<file path="src/rtl/sc_microsequencer.sv">
// ============================================================================
// Module   : sc_microsequencer
// Purpose  : Microprogrammed control unit. It fetches from a combinational
//            control store, holds the MIR and computes the next address.
// Revision : 1.0
// ============================================================================
`default_nettype none

module sc_microsequencer #(
    parameter int DATAWIDTH_MIR_DIRECTION = 6,
    parameter int DATAWIDTH_ALU_SELECTION = 4,
    parameter int DATAWIDTH_DECODEROP     = 8,
    parameter int DATAWIDTH_CS_ADDRESS    = 11,
    parameter int DATAWIDTH_MICROWORD     = 41
) (
    input  logic                                uSEQ_CLOCK_50,
    input  logic                                uSEQ_ResetInHigh_In,
    input  logic [DATAWIDTH_MICROWORD-1:0]      uSEQ_MicroWord_InBus,
    input  logic [DATAWIDTH_DECODEROP-1:0]      uSEQ_DecodeOP_InBus,
    input  logic                                uSEQ_IR13_In,
    input  logic                                uSEQ_FlagNegative_In,
    input  logic                                uSEQ_FlagZero_In,
    input  logic                                uSEQ_FlagOverflow_In,
    input  logic                                uSEQ_FlagCarry_In,
    input  logic                                uSEQ_MemReady_In,
    output logic [DATAWIDTH_CS_ADDRESS-1:0]     uSEQ_CSAddress_OutBus,
    output logic [DATAWIDTH_MIR_DIRECTION-1:0]  uSEQ_DirA_OutBus,
    output logic [DATAWIDTH_MIR_DIRECTION-1:0]  uSEQ_DirB_OutBus,
    output logic [DATAWIDTH_MIR_DIRECTION-1:0]  uSEQ_DirC_OutBus,
    output logic                                uSEQ_SelectA_Out,
    output logic                                uSEQ_SelectB_Out,
    output logic                                uSEQ_SelectC_Out,
    output logic                                uSEQ_RD_Out,
    output logic [DATAWIDTH_ALU_SELECTION-1:0]  uSEQ_ALUOperation_OutBus,
    output logic                                uSEQ_MemRead_Out,
    output logic                                uSEQ_MemWrite_Out,
    output logic                                uSEQ_Stall_Out,
    output logic [3:0]                          uSEQ_PSR_OutBus
);

    typedef enum logic [1:0] {
        S_RESET = 2'd0,
        S_RUN   = 2'd1,
        S_WAIT  = 2'd2
    } state_t;

    state_t                             state_q;
    logic [DATAWIDTH_CS_ADDRESS-1:0]    csai_q;
    logic [DATAWIDTH_MICROWORD-1:0]     mir_q;
    logic [3:0]                         psr_q;

    logic [DATAWIDTH_CS_ADDRESS-1:0]    csai_d;
    logic [DATAWIDTH_CS_ADDRESS-1:0]    seq_addr;
    logic [DATAWIDTH_CS_ADDRESS-1:0]    branch_addr;
    logic                               stall;
    logic                               cc_op;

    logic                               rst;
    logic                               clk;
    assign rst = uSEQ_ResetInHigh_In;
    assign clk = uSEQ_CLOCK_50;

    logic                               f_rd;
    logic                               f_wr;
    logic [3:0]                         f_alu;
    logic [2:0]                         f_cond;
    logic [10:0]                        f_jaddr;

    assign f_rd    = mir_q[19];
    assign f_wr    = mir_q[18];
    assign f_alu   = mir_q[17:14];
    assign f_cond  = mir_q[13:11];
    assign f_jaddr = mir_q[10:0];

    assign uSEQ_DirA_OutBus         = mir_q[40:35];
    assign uSEQ_SelectA_Out         = mir_q[34];
    assign uSEQ_DirB_OutBus         = mir_q[33:28];
    assign uSEQ_SelectB_Out         = mir_q[27];
    assign uSEQ_SelectC_Out         = mir_q[20];
    assign uSEQ_RD_Out              = f_rd;
    assign uSEQ_ALUOperation_OutBus = f_alu;
    assign uSEQ_MemRead_Out         = f_rd;
    assign uSEQ_MemWrite_Out        = f_wr & ~f_rd;
    assign uSEQ_PSR_OutBus          = psr_q;

    // A stalled cycle redirects the C write to r0 so the datapath result is discarded.
    assign stall = ~rst & (state_q != S_RESET) & (f_rd | f_wr) & ~uSEQ_MemReady_In;
    assign uSEQ_Stall_Out   = stall;
    assign uSEQ_DirC_OutBus = stall ? '0 : mir_q[26:21];

    assign cc_op    = (f_alu[3:2] == 2'b00);
    assign seq_addr = csai_q + 1'b1;

    always_comb begin
        branch_addr = seq_addr;
        case (f_cond)
            3'b001:  if (psr_q[3])     branch_addr = f_jaddr;
            3'b010:  if (psr_q[2])     branch_addr = f_jaddr;
            3'b011:  if (psr_q[1])     branch_addr = f_jaddr;
            3'b100:  if (psr_q[0])     branch_addr = f_jaddr;
            3'b101:  if (uSEQ_IR13_In) branch_addr = f_jaddr;
            3'b110:  branch_addr = f_jaddr;
            3'b111:  branch_addr = {1'b1, uSEQ_DecodeOP_InBus, 2'b00};
            default: branch_addr = seq_addr;
        endcase
    end

    always_comb begin
        csai_d = branch_addr;
        if (rst || state_q == S_RESET) begin
            csai_d = '0;
        end else if (stall) begin
            csai_d = csai_q;
        end
    end

    assign uSEQ_CSAddress_OutBus = csai_d;

    always_ff @(posedge clk) begin
        if (rst) begin
            state_q <= S_RESET;
            csai_q  <= '0;
            mir_q   <= '0;
            psr_q   <= '0;
        end else begin
            case (state_q)
                S_RESET: begin
                    mir_q   <= uSEQ_MicroWord_InBus;
                    csai_q  <= '0;
                    state_q <= S_RUN;
                end
                default: begin
                    if (stall) begin
                        state_q <= S_WAIT;
                    end else begin
                        mir_q   <= uSEQ_MicroWord_InBus;
                        csai_q  <= csai_d;
                        state_q <= S_RUN;
                        if (cc_op) begin
                            psr_q <= {uSEQ_FlagNegative_In, uSEQ_FlagZero_In,
                                      uSEQ_FlagOverflow_In, uSEQ_FlagCarry_In};
                        end
                    end
                end
            endcase
        end
    end

endmodule

`default_nettype wire
</file>
<file path="config.mk">
export PLATFORM = sky130hd
export DESIGN_NAME = sc_microsequencer
export DESIGN_NICKNAME = d
export VERILOG_FILES = /design/src/rtl/sc_microsequencer.sv
export SDC_FILE = /design/constraint.sdc
export NUM_CORES = 1
export LEC_CHECK = 0
export ABC_AREA = 1
export CAP_MARGIN = 0
export CORE_MARGIN = 2
export CORE_UTILIZATION = 35
export CTS_CLUSTER_SIZE = 24
export DETAILED_ROUTE_END_ITERATION = 10
export GPL_ROUTABILITY_DRIVEN = 0
export PLACE_DENSITY = 0.7
export SYNTH_ARGS = -nofsm -noshare
export SYNTH_HDL_FRONTEND = slang
export SYNTH_SLANG_ARGS = --single-unit
</file>
<file path="constraint.sdc">
create_clock -name uSEQ_CLOCK_50 -period 3.7 [get_ports uSEQ_CLOCK_50]
set_input_delay 0.555 -clock uSEQ_CLOCK_50 [delete_from_list [all_inputs] [get_ports uSEQ_CLOCK_50]]
set_output_delay 0.555 -clock uSEQ_CLOCK_50 [all_outputs]
set_load 0.02 [all_outputs]
</file>
* After elaboration in Yosys (flattened, before gate mapping)
Cells that the tools add are included.
Word-level totals: register bits after elaboration 58, bits in latches 0, RAM bits 0, ROM bits 0, word-level logic and storage cells 43, memories 0
Cells by class: add/sub/neg operators 1, multiply operators 0, div/mod/pow operators 0, magnitude comparators 0, equal/unequal tests 8, shift-type cells 0, mux-type cells 13, bitwise logic cells 10, reduce and logical (&&, ||, !) cells 6
Operators with widths (number):
- 2-to-1 mux 41 bit | 2
- 2-to-1 mux 11 bit | 7
- case mux 11 bit (7 select lines) | 1
- == test 3 bit, second input constant | 4
- adder 11 x 1 -> 11 bit, second input constant | 1
- == test 3 x 2 -> 1 bit, second input constant | 2
- 2-to-1 mux 6 bit | 1
- inverter 1 bit | 5
- bitwise AND 1 bit | 4
- logical NOT 2 bit | 2
- == test 3 x 1 -> 1 bit, second input constant | 1
- AND reduction 3 bit | 1
- 2-to-1 mux 2 bit | 1
- != test 2 x 1 -> 1 bit, second input constant | 1
- nonzero test 2 bit | 1
- OR reduction 2 bit | 1
- logical OR 1 bit | 1
- 2-to-1 mux 1 bit | 1
- OR 1 bit | 1

* Depth between registers and ports, before layout
word-level depth 6, depth in mapped cells 10, mapped depth without buffers 10

* Least setup slack after synthesis
OpenSTA, ideal clock, no wires.
path type input to output, start point input port uSEQ_MemReady_In, end point output port uSEQ_CSAddress_OutBus[5], arrival 1.605 ns, data required time 3.145 ns, setup slack 1.540 ns, cell stages on the path 7, path buffers 1, cell sequence o21bai_1 > nor2_4 > inv_2 > buf_6 > nand2_1 > nand2_1 > a21oi_1
On the way: word-level cells in the longest chain between the ends 4
RTL lines:
- start, declared | RTL line 25 | input logic uSEQ_MemReady_In,
- inverter 1 bit | RTL line 87 | assign stall = ~rst & (state_q != S_RESET) & (f_rd | f_wr) & ~uSEQ_MemReady_In;
- bitwise AND 1 bit | RTL line 87
- 2-to-1 mux 11 bit | RTL line 112 | end else if (stall) begin
- 2-to-1 mux 11 bit | RTL line 110 | if (rst || state_q == S_RESET) begin
- end, declared | RTL line 26 | output logic [DATAWIDTH_CS_ADDRESS-1:0] uSEQ_CSAddress_OutBus,
No other way between the ends.

* Worst setup path after layout
start point input port uSEQ_ResetInHigh_In, end point output port uSEQ_CSAddress_OutBus[6]
On the way: word-level cells in the longest chain between the ends 6
RTL lines:
- start, declared | RTL line 17 | input logic uSEQ_ResetInHigh_In,
- inverter 1 bit | RTL line 87
- bitwise AND 1 bit (3 in a row) | RTL line 87
- 2-to-1 mux 11 bit | RTL line 112
- 2-to-1 mux 11 bit (*) | RTL line 110
Every way passes the cells marked *; elsewhere a longest branch is shown, timed or not.

==> run summary <==
Maximum vdd ir drop: 0.2292 mV
Post-CTS Resized: 0
Worst Max-Slew Pin Slew: 0.4009 ns
Crit start category: input pin
IO buf count: 100
Setup TNS: 0 ns
Synth Register Bits: 58
Critical Path RT: 3.14 ns
Seq/Total Area, Yosys: 41.12%
Critical R2R Capture: uSEQ_PSR_OutBus[1]
Post-route minimum period: 3.068 ns
Area grow syn2layout: 39.52%
Worst r2r src: mir_q[19]
Vias: 2836
Dpl hpwl: 5422 um
Post-Syn Area: 2824 um^2
DRC viols: 0
Post-synth EDFFs: 0
Clock tree buffer depth: 2
Rows: 32
Syn Inst Count: 408
Endpoint class of the critical path: primary output
HP Start: mir_q[25]
Slew HR: 73.24%
Clk sinks: 58
Reg2reg setup slack: 1.87 ns
CP Max Fanout: 11
Initial antenna violation count: 0
Starting density of the core: 36.36%
Post-CTS Hold Buffers: 0
Final setup viols: 0
Hold path depth: 2
Unrepaired setup endpoints after global routing: false
Most common cell in the synthesized netlist: nor2_1
Area contributors post-synth: dfxtp_1, nor2_1, o21ai_0
Pins Over Slew Limit: 0
Switching part of the total: 28.75%
FMAX: 326.0 MHz
Hold Path End: mir_q[25]
DRT iter0 DRCs: 171
Place WS: 0.6333 ns
Sequential fraction of design power: 47.3%
Final WL: 7479 um
Share of layout cells above drive strength 1: 6.869%
CTS H-Tree Depth: 3
WP data arrival: 2.51 ns
FFs w/ async S/R, synth: 0%
Diodes inserted: 0
Synth top cells by count: nor2_1, o21ai_0, dfxtp_1
P_leak: 1.680 nW
R2r worst-path depth: 7
Clock skew: 0.007379 ns
Area leader, netlist: dfxtp_1
Netlist cell types: 32
Outcome: completed
Syn avg cell area: 6.921 um^2
CTS tree: done
DR pass1 iterations: 4
Total grt overflow: 0
Top Ports: 101
Skew-Pair Late Insertion Delay: 0.33 ns
HP Class: reg -> reg
Drt via density: 4.750
Ys flop type: dfxtp_1
First-pass GRT wire length: 12250 um
FILL cells: 806
Largest net degree at the start of global routing: 46
Die area: 8803 um^2
DRT antenna net count: 0
Clock Power Share: 33.6%
Net switching power: 419.2 uW
Vias in the first global route: 2666
Max-Cap Viols: 0
Die Width: 93.83 um
Final Hold Fails: 0
Syn. warnings: 0
Routed WL per cell: 12.53 um
CTS Buf Count: 9
Postcts setup bufs: 0
Net count after synthesis: 466
Total GRT Usage: 17.79%
Comb power frac: 19.2%
Worst-path clk slew: 0.07 ns
Total core area: 7767 um^2
Internal Power: 1.039 mW
Root Driver: clkbuf_8
Critical path type: in -> out
Area fraction of the dominant cell type after synthesis: 41.12%
Pwr dens: 370.1 nW/um^2
Die Y: 93.83 um
Final Net Count: 548
Crit share post-route: 82.91%
Final worst slack: 0.6325 ns
==> registers in the layout, indices dropped and copies added (netlist names) <==
register,count
uSEQ_PSR_OutBus,4
csai_q,11
mir_q,41
state_q,2
==> worst max-delay path by stage <==
stage	from	cells after the start	to	slack [ns]
finish	uSEQ_ResetInHigh_In	7	uSEQ_CSAddress_OutBus[6]	0.63
global route	mir_q[13]	9	uSEQ_CSAddress_OutBus[6]	0.40
CTS	uSEQ_ResetInHigh_In	7	uSEQ_CSAddress_OutBus[6]	0.63
detailed placement	uSEQ_ResetInHigh_In	8	uSEQ_CSAddress_OutBus[0]	0.63
global placement	uSEQ_ResetInHigh_In	8	uSEQ_CSAddress_OutBus[0]	0.65
floorplan	uSEQ_MemReady_In	7	uSEQ_CSAddress_OutBus[5]	1.54
==> cells in the final DEF, fill, tap and decap left out, types with 2 or more instances in the layout <==
master / Yosys / routed
o21ai_0: 59 / 59
nand3b_1: 2 / 2
clkbuf_8: 0 / 9
nor2_2: 2 / 2
inv_2: 4 / 4
dfxtp_1: 58 / 58
nand2_1: 55 / 55
buf_4: 18 / 5
nand4_1: 3 / 3
nor2_4: 2 / 2
inv_1: 25 / 25
nand3_1: 19 / 19
nor3_1: 2 / 2
clkdlybuf4s50_1: 0 / 100
a21oi_1: 31 / 31
nor2_1: 93 / 93
a21boi_1: 6 / 6
clkinv_2: 0 / 5
==> logic make-up after synthesis <==
| logic type | count (synthesis) | share of synthesized area (%) |
|---|---|---|
| compound gates | 102 | 19.32 |
| xor+xnor | 2 | 0.6204 |
| fa+ha+maj | 1 | 0.4430 |
| buf+inv | 63 | 11.34 |
| flops | 58 | 41.12 |
| simple gates | 182 | 27.16 |
==> layer usage <==
layer | part of all wire, % | track usage (%) | wire length, um
met1 | 42 | 20.93 | 3162
met4 | 0.80 | 4.348 | 60
met2 | 47 | 28.99 | 3542
met3 | 9.5 | 8.748 | 714
met5 | 0 | 0 | 0
==> power by group through the flow <==
stage / Sequential, mW / Clock (mW) / Combinational, mW
2_1_floorplan: 0.703 / 0 / 0.153
3_3_place_gp: 0.702 / 0 / 0.277
3_5_place_dp: 0.703 / 0 / 0.280
4_1_cts: 0.689 / 0.507 / 0.281
5_1_grt: 0.694 / 0.539 / 0.309
6_report: 0.689 / 0.489 / 0.279
==> metrics by stage <==
step | hold slack [ns] | power [mW] | instances | util [%] | area (um^2)
CTS | 0.4571 | 1.478 | 597 | 50.72 | 3940
detailed placement | 0.4470 | 0.9834 | 581 | 48.65 | 3779
global route | 0.4677 | 1.542 | 597 | 50.72 | 3940
floorplan | 0.4300 | 0.8560 | 408 | - | 2824
finish | 0.4550 | 1.458 | 597 | 50.72 | 3940
global placement | 0.4409 | 0.9787 | 581 | 48.65 | 3779
==> worst max-delay path: stages <==
cell and delay (ns):
clkdlybuf4s50_1 0.51, inv_2 0.10, o21ai_2 0.09, inv_1 0.26
o21ai_0 0.18, a21oi_1 0.18, clkdlybuf4s50_1 0.63
==> cell type report <==
cell class / count / area (um^2) / area share (%)
repair buffers: 105 / 1039 / 26.36
flip-flops and latches: 58 / 1161 / 29.47
well taps: 102 / 127.6 / 3.239
clock buffers: 10 / 127.6 / 3.239
multi-input cells: 287 / 1343 / 34.07
clock inverters: 6 / 33.78 / 0.8574
inverters: 29 / 108.9 / 2.763
Power figures use the tool's default switching activity.
